### src/rtl/btn_conditioner.sv
// -----------------------------------------------------------------------------
// btn_conditioner
//   Conditions raw asynchronous push-buttons for the pong top level. Each
//   channel has a 2-FF synchronizer, a counter-based debouncer (4-state FSM)
//   and registered single-cycle press/release strobes. The debounced levels
//   feed the paddle up/down inputs; the strobes serve serve/reset logic.
//
//   Optional feature: define BTN_AUTOREPEAT_EN to add a per-channel repeat
//   counter that pulses btn_rpt RPT_DELAY cycles after a press and every
//   RPT_PERIOD cycles after that while held. Without the macro btn_rpt is
//   tied to 0 and no repeat logic exists.
//
// Ports
//   clk        in   1      system clock, rising edge
//   rst_n      in   1      asynchronous active-low reset
//   btn_raw    in   N_BTN  raw buttons, asynchronous, active-high
//   btn_level  out  N_BTN  debounced level (registered)
//   btn_press  out  N_BTN  1-cycle strobe on accepted 0->1
//   btn_rel    out  N_BTN  1-cycle strobe on accepted 1->0
//   btn_rpt    out  N_BTN  1-cycle repeat strobe while held (autorepeat only)
// -----------------------------------------------------------------------------
module btn_conditioner #(
  parameter int N_BTN      = 4,
  parameter int DB_CYCLES  = 250000,
  parameter int CNT_W      = 18,
  parameter int RPT_DELAY  = 25000000,
  parameter int RPT_PERIOD = 5000000
) (
  input  logic             clk,
  input  logic             rst_n,
  input  logic [N_BTN-1:0] btn_raw,
  output logic [N_BTN-1:0] btn_level,
  output logic [N_BTN-1:0] btn_press,
  output logic [N_BTN-1:0] btn_rel,
  output logic [N_BTN-1:0] btn_rpt
);

  typedef enum logic [1:0] {LOW, RISE, HIGH, FALL} db_state_t;

  localparam logic [CNT_W-1:0] CNT_LAST = CNT_W'(DB_CYCLES - 1);

  logic [N_BTN-1:0] s0, s1;

  // NOTE: sequential state uses non-blocking assignments so every flop
  // samples the pre-edge value; blocking here would collapse s0/s1 into one stage.
  always_ff @(posedge clk or negedge rst_n) begin
    if (!rst_n) begin
      s0 <= '0;
      s1 <= '0;
    end else begin
      s0 <= btn_raw;
      s1 <= s0;
    end
  end

  for (genvar i = 0; i < N_BTN; i++) begin : g_ch
    db_state_t        state, state_nx;
    logic [CNT_W-1:0] cnt, cnt_nx;
    logic             level_q, press_q, rel_q;
    logic             level_nx, press_nx, rel_nx;

    always_comb begin
      // NOTE: every output of this block gets a default first, so no path
      // through the case leaves a signal unassigned and no latch is inferred.
      state_nx = state;
      cnt_nx   = cnt;
      press_nx = 1'b0;
      rel_nx   = 1'b0;
      unique case (state)
        LOW: if (s1[i]) begin
          // With a one-cycle debounce window the first high sample is enough.
          if (DB_CYCLES <= 1) begin
            state_nx = HIGH;
            press_nx = 1'b1;
            cnt_nx   = '0;
          end else begin
            state_nx = RISE;
            cnt_nx   = CNT_W'(1);
          end
        end
        RISE: begin
          if (!s1[i]) begin
            state_nx = LOW;
            cnt_nx   = '0;
          end else if (cnt >= CNT_LAST) begin
            state_nx = HIGH;
            press_nx = 1'b1;
            cnt_nx   = '0;
          end else begin
            cnt_nx = cnt + 1'b1;
          end
        end
        HIGH: if (!s1[i]) begin
          if (DB_CYCLES <= 1) begin
            state_nx = LOW;
            rel_nx   = 1'b1;
            cnt_nx   = '0;
          end else begin
            state_nx = FALL;
            cnt_nx   = CNT_W'(1);
          end
        end
        FALL: begin
          if (s1[i]) begin
            state_nx = HIGH;
            cnt_nx   = '0;
          end else if (cnt >= CNT_LAST) begin
            state_nx = LOW;
            rel_nx   = 1'b1;
            cnt_nx   = '0;
          end else begin
            cnt_nx = cnt + 1'b1;
          end
        end
        default: begin
          state_nx = LOW;
          cnt_nx   = '0;
        end
      endcase
      level_nx = (state_nx == HIGH) || (state_nx == FALL);
    end

    always_ff @(posedge clk or negedge rst_n) begin
      if (!rst_n) begin
        state   <= LOW;
        cnt     <= '0;
        level_q <= 1'b0;
        press_q <= 1'b0;
        rel_q   <= 1'b0;
      end else begin
        state   <= state_nx;
        cnt     <= cnt_nx;
        level_q <= level_nx;
        press_q <= press_nx;
        rel_q   <= rel_nx;
      end
    end

    assign btn_level[i] = level_q;
    assign btn_press[i] = press_q;
    assign btn_rel[i]   = rel_q;

`ifdef BTN_AUTOREPEAT_EN
    localparam int RPT_W = $clog2(RPT_DELAY + 1);
    localparam logic [RPT_W-1:0] RPT_LAST   = RPT_W'(RPT_DELAY - 1);
    // After a repeat the counter restarts so that it reaches RPT_DELAY
    // again exactly RPT_PERIOD cycles later.
    localparam logic [RPT_W-1:0] RPT_RELOAD = RPT_W'(RPT_DELAY - RPT_PERIOD);

    logic [RPT_W-1:0] rcnt;
    logic             rpt_q;
    logic             held;

    assign held = (state == HIGH) || (state == FALL);

    always_ff @(posedge clk or negedge rst_n) begin
      if (!rst_n) begin
        rcnt  <= '0;
        rpt_q <= 1'b0;
      end else begin
        rpt_q <= 1'b0;
        if (!held) begin
          rcnt <= '0;
        end else if (rcnt == RPT_LAST) begin
          rcnt  <= RPT_RELOAD;
          // A release accepted on this edge suppresses the repeat.
          rpt_q <= !rel_nx;
        end else begin
          rcnt <= rcnt + 1'b1;
        end
      end
    end

    assign btn_rpt[i] = rpt_q;
`endif
  end

`ifndef BTN_AUTOREPEAT_EN
  // Constant zero; the repeat parameters only appear in a folded term.
  assign btn_rpt = {N_BTN{1'b0}} & {N_BTN{(RPT_DELAY > 0) && (RPT_PERIOD > 0)}};
`endif

endmodule

### config.mk
export PLATFORM = sky130hd
export DESIGN_NAME = btn_conditioner
export DESIGN_NICKNAME = d
export VERILOG_FILES = /design/src/rtl/btn_conditioner.sv
export SDC_FILE = /design/constraint.sdc
export NUM_CORES = 1
export LEC_CHECK = 0
export ABC_AREA = 1
export CORE_ASPECT_RATIO = 0.9
export CORE_UTILIZATION = 40
export CTS_BUF_LIST = sky130_fd_sc_hd__clkbuf_16
export DETAILED_ROUTE_END_ITERATION = 12
export GPL_TIMING_DRIVEN = 0
export SYNTH_ARGS = -nofsm -noshare
export SYNTH_HDL_FRONTEND = slang
export SYNTH_SLANG_ARGS = --single-unit
### constraint.sdc
create_clock -name clk -period 2 [get_ports clk]
set_input_delay 0.2 -clock clk [delete_from_list [all_inputs] [get_ports clk]]
set_output_delay 0.2 -clock clk [all_outputs]
set_load 0.05 [all_outputs]
==> impl_metrics.toml <==
[routing]
wl_per_cell_um = 11.9
drc = 0
routed_wl_um = 12100
via_per_inst = 4.89
dr.pass1.iters = 5
ant_nets = 0
first_iter_violations = 322
num_vias = 4955

[layout]
drive_gt1_share_pct = 12.0
nets = 825
antenna_cells = 0
instances_no_fill = 1013
areaGrowthSynthToFinish_pct = 13.3
num-fill-cells = 1432

[timing]
setup_tns_ps = 0
rsz0062_at_grt = "no"
setup_violations = 0
clock.fmax_mhz = 528
finalMaxSlewViolations = 0
post-route-period-util_pct = 94.7
max_slew_margin_pct = 66.6
worst_slew_pin_slew_ps = 500
hold_viol = 0
finClkSkew_ps = 9.33
min_period_ps = 1890
hold_ws_ps = 279

[worst_setup_path]
end_kind = "primary output"
path_class = "flop to primary output"
startpoint = "g_ch[3].level_q"
cp.required_ps = 1800
critPathArrivalTime_ps = 1690
critPathMaxFanout = 5
timing.reg2reg.setup_slack_ps = 180
startpoint_type = "flop"
reg2reg_from = "g_ch[0].cnt[0]"

[clock_tree]
clock_latency_ps = 350
cts_setup_buffers = 0
cts_buffers = 9
cts.sinks = 98
clkSlewWorstSetupHoldPaths_ps = 70
clockRootBuffer = "clkbuf_16"
tritoncts = "built"
h-tree-depth = 3
clk_path_buf_depth = 2

[synth]
yosysSeqAreaShare_pct = 42.4
synth.distinct_cells = 36
ys_warn_count = 0
synth-seq-cells = 98
synth_area_per_cell_um2 = 7.40
netlist_area_um2 = 5780
syn_inst = 782

[pwr]
p_leak_nw = 2.94
vdd_drop_max_v = 0.000504
powerDensity_nw_per_um2 = 633

[die]
core.rowCount = 41
die-area_um2 = 14900
die-height_um = 116
die_w_um = 129
core_area_um2 = 14100
ios = 22
start_util_pct = 41.1

[outcome]
status = "completed"

[global_route]
grt_max_degree = 65
grt_pass1_vias = 4600
antenna_found_initial = 0
grt_pass1_wl_um = 21400
grt_usage_pct = 18.1
grt_overflow = 0

[placed_design]
gp_congestion = 0.896
dp_hpwl_um = 8890
place_inst = 996
numPortBuffers = 17

[worst_hold_path]
hold_start = "btn_raw[0]"
hold_path.class = "primary input to flop"

[job]
cap_violations = 0
## critical path: stages, from the launching register on
cell	delay, ps
dfrtp_1	420
buf_4	130
clkdlybuf4s50_1	790
## power by group
part | internal (mW) | switching [mW] | total [mW] | leakage, nW
sequential | 2.02 | 0.0500 | 2.07 | 1.33
combinational | 0.0803 | 0.174 | 0.255 | 1.46
clock | 0.996 | 0.829 | 1.82 | 0.152
total | 3.10 | 1.05 | 4.15 | 2.94
## synthesized netlist by cell type (all sizes together)
library cell / instances / area, µm²
ha: 4 / 50.1
a31oi: 1 / 6.26
buf: 22 / 156
inv: 94 / 353
a21oi: 18 / 90.1
and2: 2 / 12.5
nor3b: 1 / 12.5
conb: 1 / 3.75
nand3: 60 / 355
nor3: 14 / 70.1
o22ai: 12 / 75.1
a41oi: 1 / 8.76
nor2: 117 / 520
o21ai: 50 / 250
nand2: 219 / 857
nand4: 31 / 213
o21bai: 1 / 7.51
xnor2: 6 / 52.6
clkinv: 2 / 7.51
nor4: 1 / 6.26
dfrtp: 98 / 2450
xor2: 24 / 210
clkbuf: 3 / 12.5
## placed cells by master (no fill, tap or decap), types with 3 or more instances in the layout
cell             Yosys  layout
nand3_1             52      52
nand2_2              8       8
nand4_2              3       3
dfrtp_1             98      98
xor2_1              24      24
nor2_1              98      98
clkbuf_16            0       9
nand2_1            209     209
xnor2_1              6       6
o21ai_0             21      21
clkdlybuf4s50_1      0      16
inv_2               16      16
inv_1               78      78
inv_6                0       5
ha_1                 4       4
conb_1               1       4
nand4_1             28      28
buf_4               16      17
nor3_1              14      14
nand3_2              6       6
buf_2                5       5
nor2_2              14      13
o21ai_1             29      29
o22ai_1             12      12
a21oi_1             18      18
nor2_4               4       5
## final timing paths
kind	end	cells past startpoint
worst max-delay path	btn_level[3]	2
worst min-delay path	s0[0]	1
worst max register to register	g_ch[0].cnt[12]	10
worst min register to register	s1[1]	0
max in group asynchronous	g_ch[3].cnt[15]	3
min in group asynchronous	g_ch[1].cnt[3]	2
## registers in the layout (all words and copies together), names as in the netlist
signal        flops
g_ch.cnt         72
g_ch.state        6
g_ch.level_q      4
g_ch.press_q      4
g_ch.rel_q        4
s0                4
s1                4
## timing repair
action	in CTS	in global routing
hold buffers	1	0
endpoints found under the setup margin	0	1
gates resized for setup	0	1
hold endpoints to repair	34	0
## layer usage
metal | global-route usage [%] | up-vias | wire (µm)
met5 | 0 | - | 0
met4 | 4.86 | 0 | 112
met3 | 4.48 | 10 | 542
met2 | 29.4 | 100 | 5640
met1 | 24.0 | 2268 | 5790
li1 | - | 2577 | -
## per-stage QoR
step	area (µm²)	util [%]	total power [mW]	worst slack, ps
after floorplan	5790	-	2.26	507
after global placement	6210	44.2	2.35	-3080
after detailed placement	6230	44.3	2.36	213
after CTS	6550	46.6	4.23	72.6
after global routing	6550	46.6	4.35	21.6
final	6550	46.6	4.15	106
## cell type report
cell class / instances / area [µm²] / area share (%)
clock buffers: 9 / 225 / 3.44
inverters: 96 / 360 / 5.50
clock inverters: 7 / 82.6 / 1.26
well taps: 193 / 241 / 3.68
flip-flops and latches: 98 / 2450 / 37.4
plain buffers: 25 / 169 / 2.58
repair buffers: 19 / 205 / 3.13
multi-input cells: 566 / 2820 / 43.0
## logic make-up (layout without fill, tap and decap cells)
| kind of cell | count (synthesis) | after routing | synth area share [%] |
|---|---|---|---|
| buffers and inverters | 121 | 156 | 9.15 |
| adders and majority gates | 4 | 4 | 0.865 |
| xor gates and xnor gates | 30 | 30 | 4.54 |
| and+or+nand+nor | 445 | 445 | 35.4 |
| AOI/OAI and AO/OA | 83 | 83 | 7.57 |
| other | 1 | 4 | 0.0648 |
| DFF | 98 | 98 | 42.4 |
Note: power is estimated with default switching activity, not from simulation.
